### config.mk
export PLATFORM = sky130hd
export DESIGN_NAME = writeback_arbiter
export DESIGN_NICKNAME = d
export VERILOG_FILES = /design/src/rtl/writeback_arbiter.sv
export SDC_FILE = /design/constraint.sdc
export NUM_CORES = 1
export LEC_CHECK = 0
export ABC_AREA = 1
export BUFFER_PORTS_ARGS = -buffer_cell sky130_fd_sc_hd__buf_2
export CORE_MARGIN = 1.5
export CORE_UTILIZATION = 55
export CTS_CLUSTER_DIAMETER = 40
export DETAILED_ROUTE_END_ITERATION = 8
export PLACE_DENSITY = 0.84
export SLEW_MARGIN = 10
export SYNTH_ARGS = -nofsm -noshare
export SYNTH_HDL_FRONTEND = slang
export SYNTH_SLANG_ARGS = --single-unit
### constraint.sdc
create_clock -name clk -period 3.35 [get_ports clk]
set_input_delay 0.5025 -clock clk [delete_from_list [all_inputs] [get_ports clk]]
set_output_delay 0.5025 -clock clk [all_outputs]
set_load 0.1 [all_outputs]
### src/rtl/writeback_arbiter.sv
// writeback_arbiter: merges single-cycle ALU results and FIFO-buffered memory results onto the register file write port.
module writeback_arbiter #(
  parameter int DATA_WIDTH = 32,
  parameter int ADDR_WIDTH = 5,
  parameter int DEPTH = 4,
  parameter bit DROP_R0 = 1'b1
) (
  input  logic                          clk,
  input  logic                          rst_n,
  input  logic                          alu_valid,
  input  logic [ADDR_WIDTH-1:0]         alu_addr,
  input  logic [DATA_WIDTH-1:0]         alu_data,
  input  logic                          mem_valid,
  output logic                          mem_ready,
  input  logic [ADDR_WIDTH-1:0]         mem_addr,
  input  logic [DATA_WIDTH-1:0]         mem_data,
  output logic                          write_enable,
  output logic [ADDR_WIDTH-1:0]         write_addr,
  output logic [DATA_WIDTH-1:0]         write_data,
  output logic [2**ADDR_WIDTH-1:0]      busy_mask,
  output logic [$clog2(DEPTH):0]        fifo_count
);
  localparam int PW = $clog2(DEPTH);
  localparam int CW = PW + 1;
  logic [ADDR_WIDTH-1:0] addr_q [DEPTH];
  logic [DATA_WIDTH-1:0] data_q [DEPTH];
  logic [DEPTH-1:0]      vld;
  logic [PW-1:0]         wr_ptr, rd_ptr;
  logic                  push, pop;
  logic                  head_drop, alu_drop;
  assign mem_ready = fifo_count < CW'(DEPTH);
  assign push = mem_valid && mem_ready;
  assign pop = !alu_valid && fifo_count != '0;
  assign head_drop = DROP_R0 && addr_q[rd_ptr] == '0;
  assign alu_drop = DROP_R0 && alu_addr == '0;
  always_comb begin
    busy_mask = '0;
    for (int i = 0; i < DEPTH; i++)
      if (vld[i]) busy_mask[addr_q[i]] = 1'b1;
    if (DROP_R0) busy_mask[0] = 1'b0;
  end
  // Payload storage needs no reset; per-slot valid bits gate every use of it.
  always_ff @(posedge clk) begin
    if (push) begin
      addr_q[wr_ptr] <= mem_addr;
      data_q[wr_ptr] <= mem_data;
    end
  end
  always_ff @(posedge clk or negedge rst_n) begin
    if (!rst_n) begin
      wr_ptr       <= '0;
      rd_ptr       <= '0;
      fifo_count   <= '0;
      vld          <= '0;
      write_enable <= 1'b0;
      write_addr   <= '0;
      write_data   <= '0;
    end else begin
      if (push) wr_ptr <= wr_ptr + PW'(1);
      if (pop) rd_ptr <= rd_ptr + PW'(1);
      fifo_count <= fifo_count + CW'(push) - CW'(pop);
      if (pop) vld[rd_ptr] <= 1'b0;
      if (push) vld[wr_ptr] <= 1'b1;
      if (alu_valid) begin
        write_enable <= !alu_drop;
        write_addr   <= alu_addr;
        write_data   <= alu_data;
      end else if (pop) begin
        write_enable <= !head_drop;
        write_addr   <= addr_q[rd_ptr];
        write_data   <= data_q[rd_ptr];
      end else begin
        write_enable <= 1'b0;
      end
    end
  end
endmodule

After elaboration in Yosys (flattened, before gate mapping). Memories as Yosys holds them, arrays and structs flattened. Cells that the tools add are included.

Reduce and logical (&&, ||, !) cells: 15. $add $sub $neg: 4. Order comparisons: 13. Multiplexer cells: 26. Bitwise logic cells: 6.

Operators with widths (count): $mux W32 (6); $or A32 B32 Y32 (3); $lt A5 B6 Y1 const B (4); $demux W1 S5 (4); $ge A5 B1 Y1 const B (4); $logic_not A5 Y1 (2); $mux W1 (10); $mux W5 (2); $logic_and A1 B1 Y1 (8); $mux W4 (2); $lt A2 B3 Y1 const B (2); $add A2 B1 Y2 const B (2); $and A4 B4 Y4 (1); $demux W1 S2 (2); $ge A2 B1 Y1 const B (2); $not A4 Y4 (1); $or A4 B4 Y4 (1); $add A3 B1 Y3 (1); $logic_not A1 Y1 (3); $lt A3 B3 Y1 const B (1); $reduce_bool A3 Y1 (1); $sub A3 B1 Y3 (1); $reduce_bool A2 Y1 (1).

Input bits: 78. RAM bits: 148. Output and inout port bits: 74. Memories: 2. Register bits after elaboration: 49.

Memories: data_q (depth 4, width 32, rd ports 1, clocked after memory_dff 0, wr ports 1, RTL line 26) `logic [DATA_WIDTH-1:0] data_q [DEPTH];`; addr_q (depth 4, width 5, rd ports 5, clocked after memory_dff 0, wr ports 1, RTL line 25) `logic [ADDR_WIDTH-1:0] addr_q [DEPTH];`.

Logic depth before layout (Yosys ltp). An unclocked memory read counts as a cell.

Depth in word-level cells: 12. Gate-level depth with buffers: 9. Depth with buffers taken out: 8.

Worst setup path after synthesis. Ideal clock, no wire load.

Kind: register -> register. From: reg fifo_count[2]. To: mem addr_q[0][0], enable pin. Period minus slack after synthesis: 3.905 ns. Cell stages (with the launch flop): 4. Data required time: 2.918 ns. Slack: -0.555 ns. Data arrival time: 3.473 ns. Cells stage by stage: dfrtp_1 -> inv_1 -> nand2_2 -> nor2_1.

Longest elaborated chain between the ends: 4.

Ends and longest elaborated chain: start: declaration (RTL line 21) `output logic [$clog2(DEPTH):0] fifo_count`; start signal: assignment (RTL line 61) `fifo_count <= fifo_count + CW'(push) - CW'(pop);`; $lt A3 B3 Y1 (RTL line 31) `assign mem_ready = fifo_count < CW'(DEPTH);`; named net mem_ready (RTL line 14) `output logic mem_ready,`; $logic_and A1 B1 Y1 (RTL line 32) `assign push = mem_valid && mem_ready;`; $mux W1 (RTL line 44) `if (push) begin`; $mux W1 (not written as such) (RTL line 45) `addr_q[wr_ptr] <= mem_addr;`; end: declaration (RTL line 25).

The timed path passes the listed nets, and every way through them passes these cells.

Worst setup path in the final report.
From: reg vld[0]. To: out busy_mask[23].

Longest elaborated chain between the ends: 7.

Ends and longest elaborated chain: start: declaration (RTL line 27) `logic [DEPTH-1:0] vld;`; start signal: assignment (RTL line 54) `vld <= '0;`; start signal: indexed assignment (RTL line 62) `if (pop) vld[rd_ptr] <= 1'b0;`; start signal: indexed assignment (RTL line 63) `if (push) vld[wr_ptr] <= 1'b1;`; $mux W32 (*) (RTL line 39) `if (vld[i]) busy_mask[addr_q[i]] = 1'b1;`; $or A32 B32 Y32 (no line); $mux W32 (*) (RTL line 39); $or A32 B32 Y32 (no line); $mux W32 (*) (RTL line 39); $or A32 B32 Y32 (no line); $mux W32 (*) (RTL line 39); end: declaration (RTL line 20) `output logic [2**ADDR_WIDTH-1:0] busy_mask,`.

Every way passes the cells marked *; elsewhere a longest branch is shown, timed or not.

==> metrics.md <==
| Metric | Value |
|---|---|
| Number of global-route vias before repair | `7,042` |
| Routed via count | `~7.3k` |
| Initial Util | `56.9%` |
| Distinct cells, synth | `28` |
| Mapped Avg Cell Area | `between 9 and 10 µm²` |
| Clock skew | `9.71 ps` |
| Avg WL per Cell | `17.5 µm` |
| Flip-flop and latch count after synthesis | `197` |
| CP required | `2850 ps` |
| TritonCTS clock tree | `yes` |
| CP startpoint | `vld[0]` |
| Cell Count, Final, Fillers Out | `approximately 1.3k` |
| Seq pwr share | `34.9%` |
| Max-cap viol count | `0` |
| CP startpoint kind | `flop` |
| Main synth FF type | `edfxtp_1` |
| Total Routed Length | `22.5 mm` |
| Seq/Total Area, Yosys | `~62%` |
| Combinational Power Share | `roughly 45%` |
| Critical Path End Type | `primary output` |
| Min-Delay Path Class | `primary input to async pin` |
| Clock-pin slew on the worst setup and hold paths | `70 ps` |
| Max IR drop VDD | `between 0.7 and 0.8 mV` |
| Cell area power density | `947 mW/mm²` |
| Io pins | `152` |
| Core Util, Final | `66.3%` |
| Hold_buf cts | `0` |
| Initial antenna violation count | `2` |
| Fin crit period | `2650 ps` |
| Leak | `4.63 nW` |
| Syn nets | `roughly 1.0k` |
| Max Freq | `0.377 GHz` |
| NumNets Final | `roughly 1.1k` |
| Critical path peak fanout | `8` |
| Post-synth EDFFs | `148` |
| DIE WIDTH | `132 µm` |
| Syn Inst Count | `922` |
| Post-CTS setup buffers | `0` |
| Setup violators final | `0` |
| GRT Util Overall | `about a quarter` |
| Row count | `46` |
| Area Growth Syn to Fin | `16.5%` |
| Sw power | `4.88 mW` |
| Drt first pass iters | `6` |
| Area post-placement | `0.0100 mm²` |
| Ys async rst share | `about 25%` |
| ANT nets after route | `0` |
| Core area | `0.0160 mm²` |
| Synthesized cell area | `0.00910 mm²` |
| Internal power | `5.16 mW` |
| GP Congestion | `0.976` |
| Share of the clock period used by the worst path | `79.1%` |
| Die height | `132 µm` |
| # H-tree levels | `4` |
| Via/cell ratio | `approximately 5.6` |
| CTS max path bufs | `2` |
| Die area | `0.0173 mm²` |
| CP arrival | `about 2200 ps` |
| Final max-slew violation count | `0` |
| Design area | `about 0.011 mm²` |
| Switching share of total power | `48.6%` |
| DRC violations left | `0` |
| Rel. slew slack | `28.2%` |
| Worst-Margin Slew | `1080 ps` |
| Status | `completed` |
| Share of cells above drive strength 1 | `19.9%` |
| Gr ovfl total | `0` |
| Post-Place Cells | `1,257` |
| HPWL Detailed | `14.5 mm` |
| Worst-Skew Late Latency | `440 ps` |
| Final hold violations | `0` |
| Clock power share | `20.6%` |
| Hold Slack | `140 ps` |
| TritonCTS Sinks | `197` |
| Post-cts repair resize count | `0` |
| Pin count of the biggest net entering global routing | `112` |
| Critical path class | `flop to primary output` |
| First-pass GRT wire length | `35.4 mm` |
| Iter 0 DRT Violations | `812` |
| R2r startpoint | `fifo_count[2]` |
| YS warnings | `0` |
| PortBufs | `150` |
| Final TNS setup | `0 ps` |
| TritonCTS buffer count | `17` |
| Root buffer cell | `clkbuf_16` |
| RSZ-0062 raised after global routing | `no` |
-- cells in the mapped netlist, drive strengths merged, types with 29 or more instances --
cell type / number / share of area (%)
inv: 110 / 4.5
a21oi: 76 / 4.2
nand3: 64 / 3.5
edfxtp: 148 / 49
a31oi: 33 / 2.3
dfrtp: 49 / 13
nand2: 202 / 8.4
o21ai: 47 / 2.6
o22ai: 29 / 2.0
nor2: 81 / 3.4
buf: 31 / 2.3
-- registers in the layout, summed over array words and instances, names as in the netlist --
signal,cells
write_data,32
rd_ptr,2
write_enable,1
vld,4
fifo_count,3
data_q,128
write_addr,5
addr_q,20
wr_ptr,2
-- final timing paths --
check                            endpoint  slack [ps]  cells past startpoint
max                         busy_mask[23]         700                      5
max reg2reg                 fifo_count[2]        1250                      8
min reg2reg                 write_addr[0]         490                      2
min                        write_data[28]         140                      1
min in group clk            data_q[1][25]         280                      1
max in group asynchronous    write_enable        2410                      2
-- area by class of cell --
type	count	area (µm²)
tap	216	270
timing repair buffer	160	838
fill	1232	5400
antenna	1	2.50
inverter	110	413
multi-input combinational	574	2810
clock buffer	20	457
sequential	197	5680
clock inverter	12	143
-- power by group through the flow --
| stage | combinational (mW) | clock [mW] | sequential, mW |
|---|---|---|---|
| 6_report | 4.47 | 2.07 | 3.50 |
| 5_1_grt | 4.75 | 2.17 | 3.56 |
| 4_1_cts | 4.47 | 2.08 | 3.50 |
| 3_5_place_dp | 4.44 | 0 | 3.54 |
| 3_3_place_gp | 4.35 | 0 | 3.52 |
| 2_1_floorplan | 1.94 | 0 | 5.16 |
-- layer usage --
metal  GRT usage [%]  wire [µm]
met5               0          0
met1            32.4       8810
met4            10.1        417
met2            44.5      11400
met3            6.21       1880
-- through the flow --
| step | setup slack [ps] | total power [mW] |
|---|---|---|
| 6_report | 700 | 10.0 |
| 5_1_grt | 624 | 10.5 |
| 4_1_cts | 739 | 10.0 |
| 3_5_place_dp | 1170 | 7.98 |
| 3_3_place_gp | 1210 | 7.87 |
| 2_1_floorplan | -555 | 7.10 |
-- critical path, cell delays in order (launching register included) --
cell and delay [ps]:
dfrtp_1 450, nand3_1 360, o22ai_1 280, nor2_1 60
o21ai_0 90, buf_2 470
-- logic make-up after synthesis --
kind of cell / count (synthesis) / share of synthesized area, %
xor+xnor: 4 / 0.385
simple gates: 359 / 16.1
flops: 197 / 62.3
compound gates: 199 / 12.4
fa+ha+maj: 11 / 1.59
buf+inv: 151 / 7.25
other cells: 1 / 0.0412
-- cells in the final DEF (no fill, tap or decap), types with 2 or more instances in the layout --
cell / count
ha_1: 10
o22ai_1: 29
dfrtp_1: 47
o211ai_1: 3
nand3_1: 63
buf_2: 150
o21ai_0: 46
inv_2: 2
bufinv_16: 2
inv_6: 4
o221ai_1: 11
clkbuf_8: 2
inv_1: 108
a21oi_1: 75
nor2_4: 4
or2_2: 11
nor2_1: 76
clkinvlp_4: 3
buf_4: 9
a31oi_1: 33
clkbuf_16: 17
xor2_1: 3
edfxtp_1: 148
nand2_1: 201
Power figures use the tool's default switching activity.
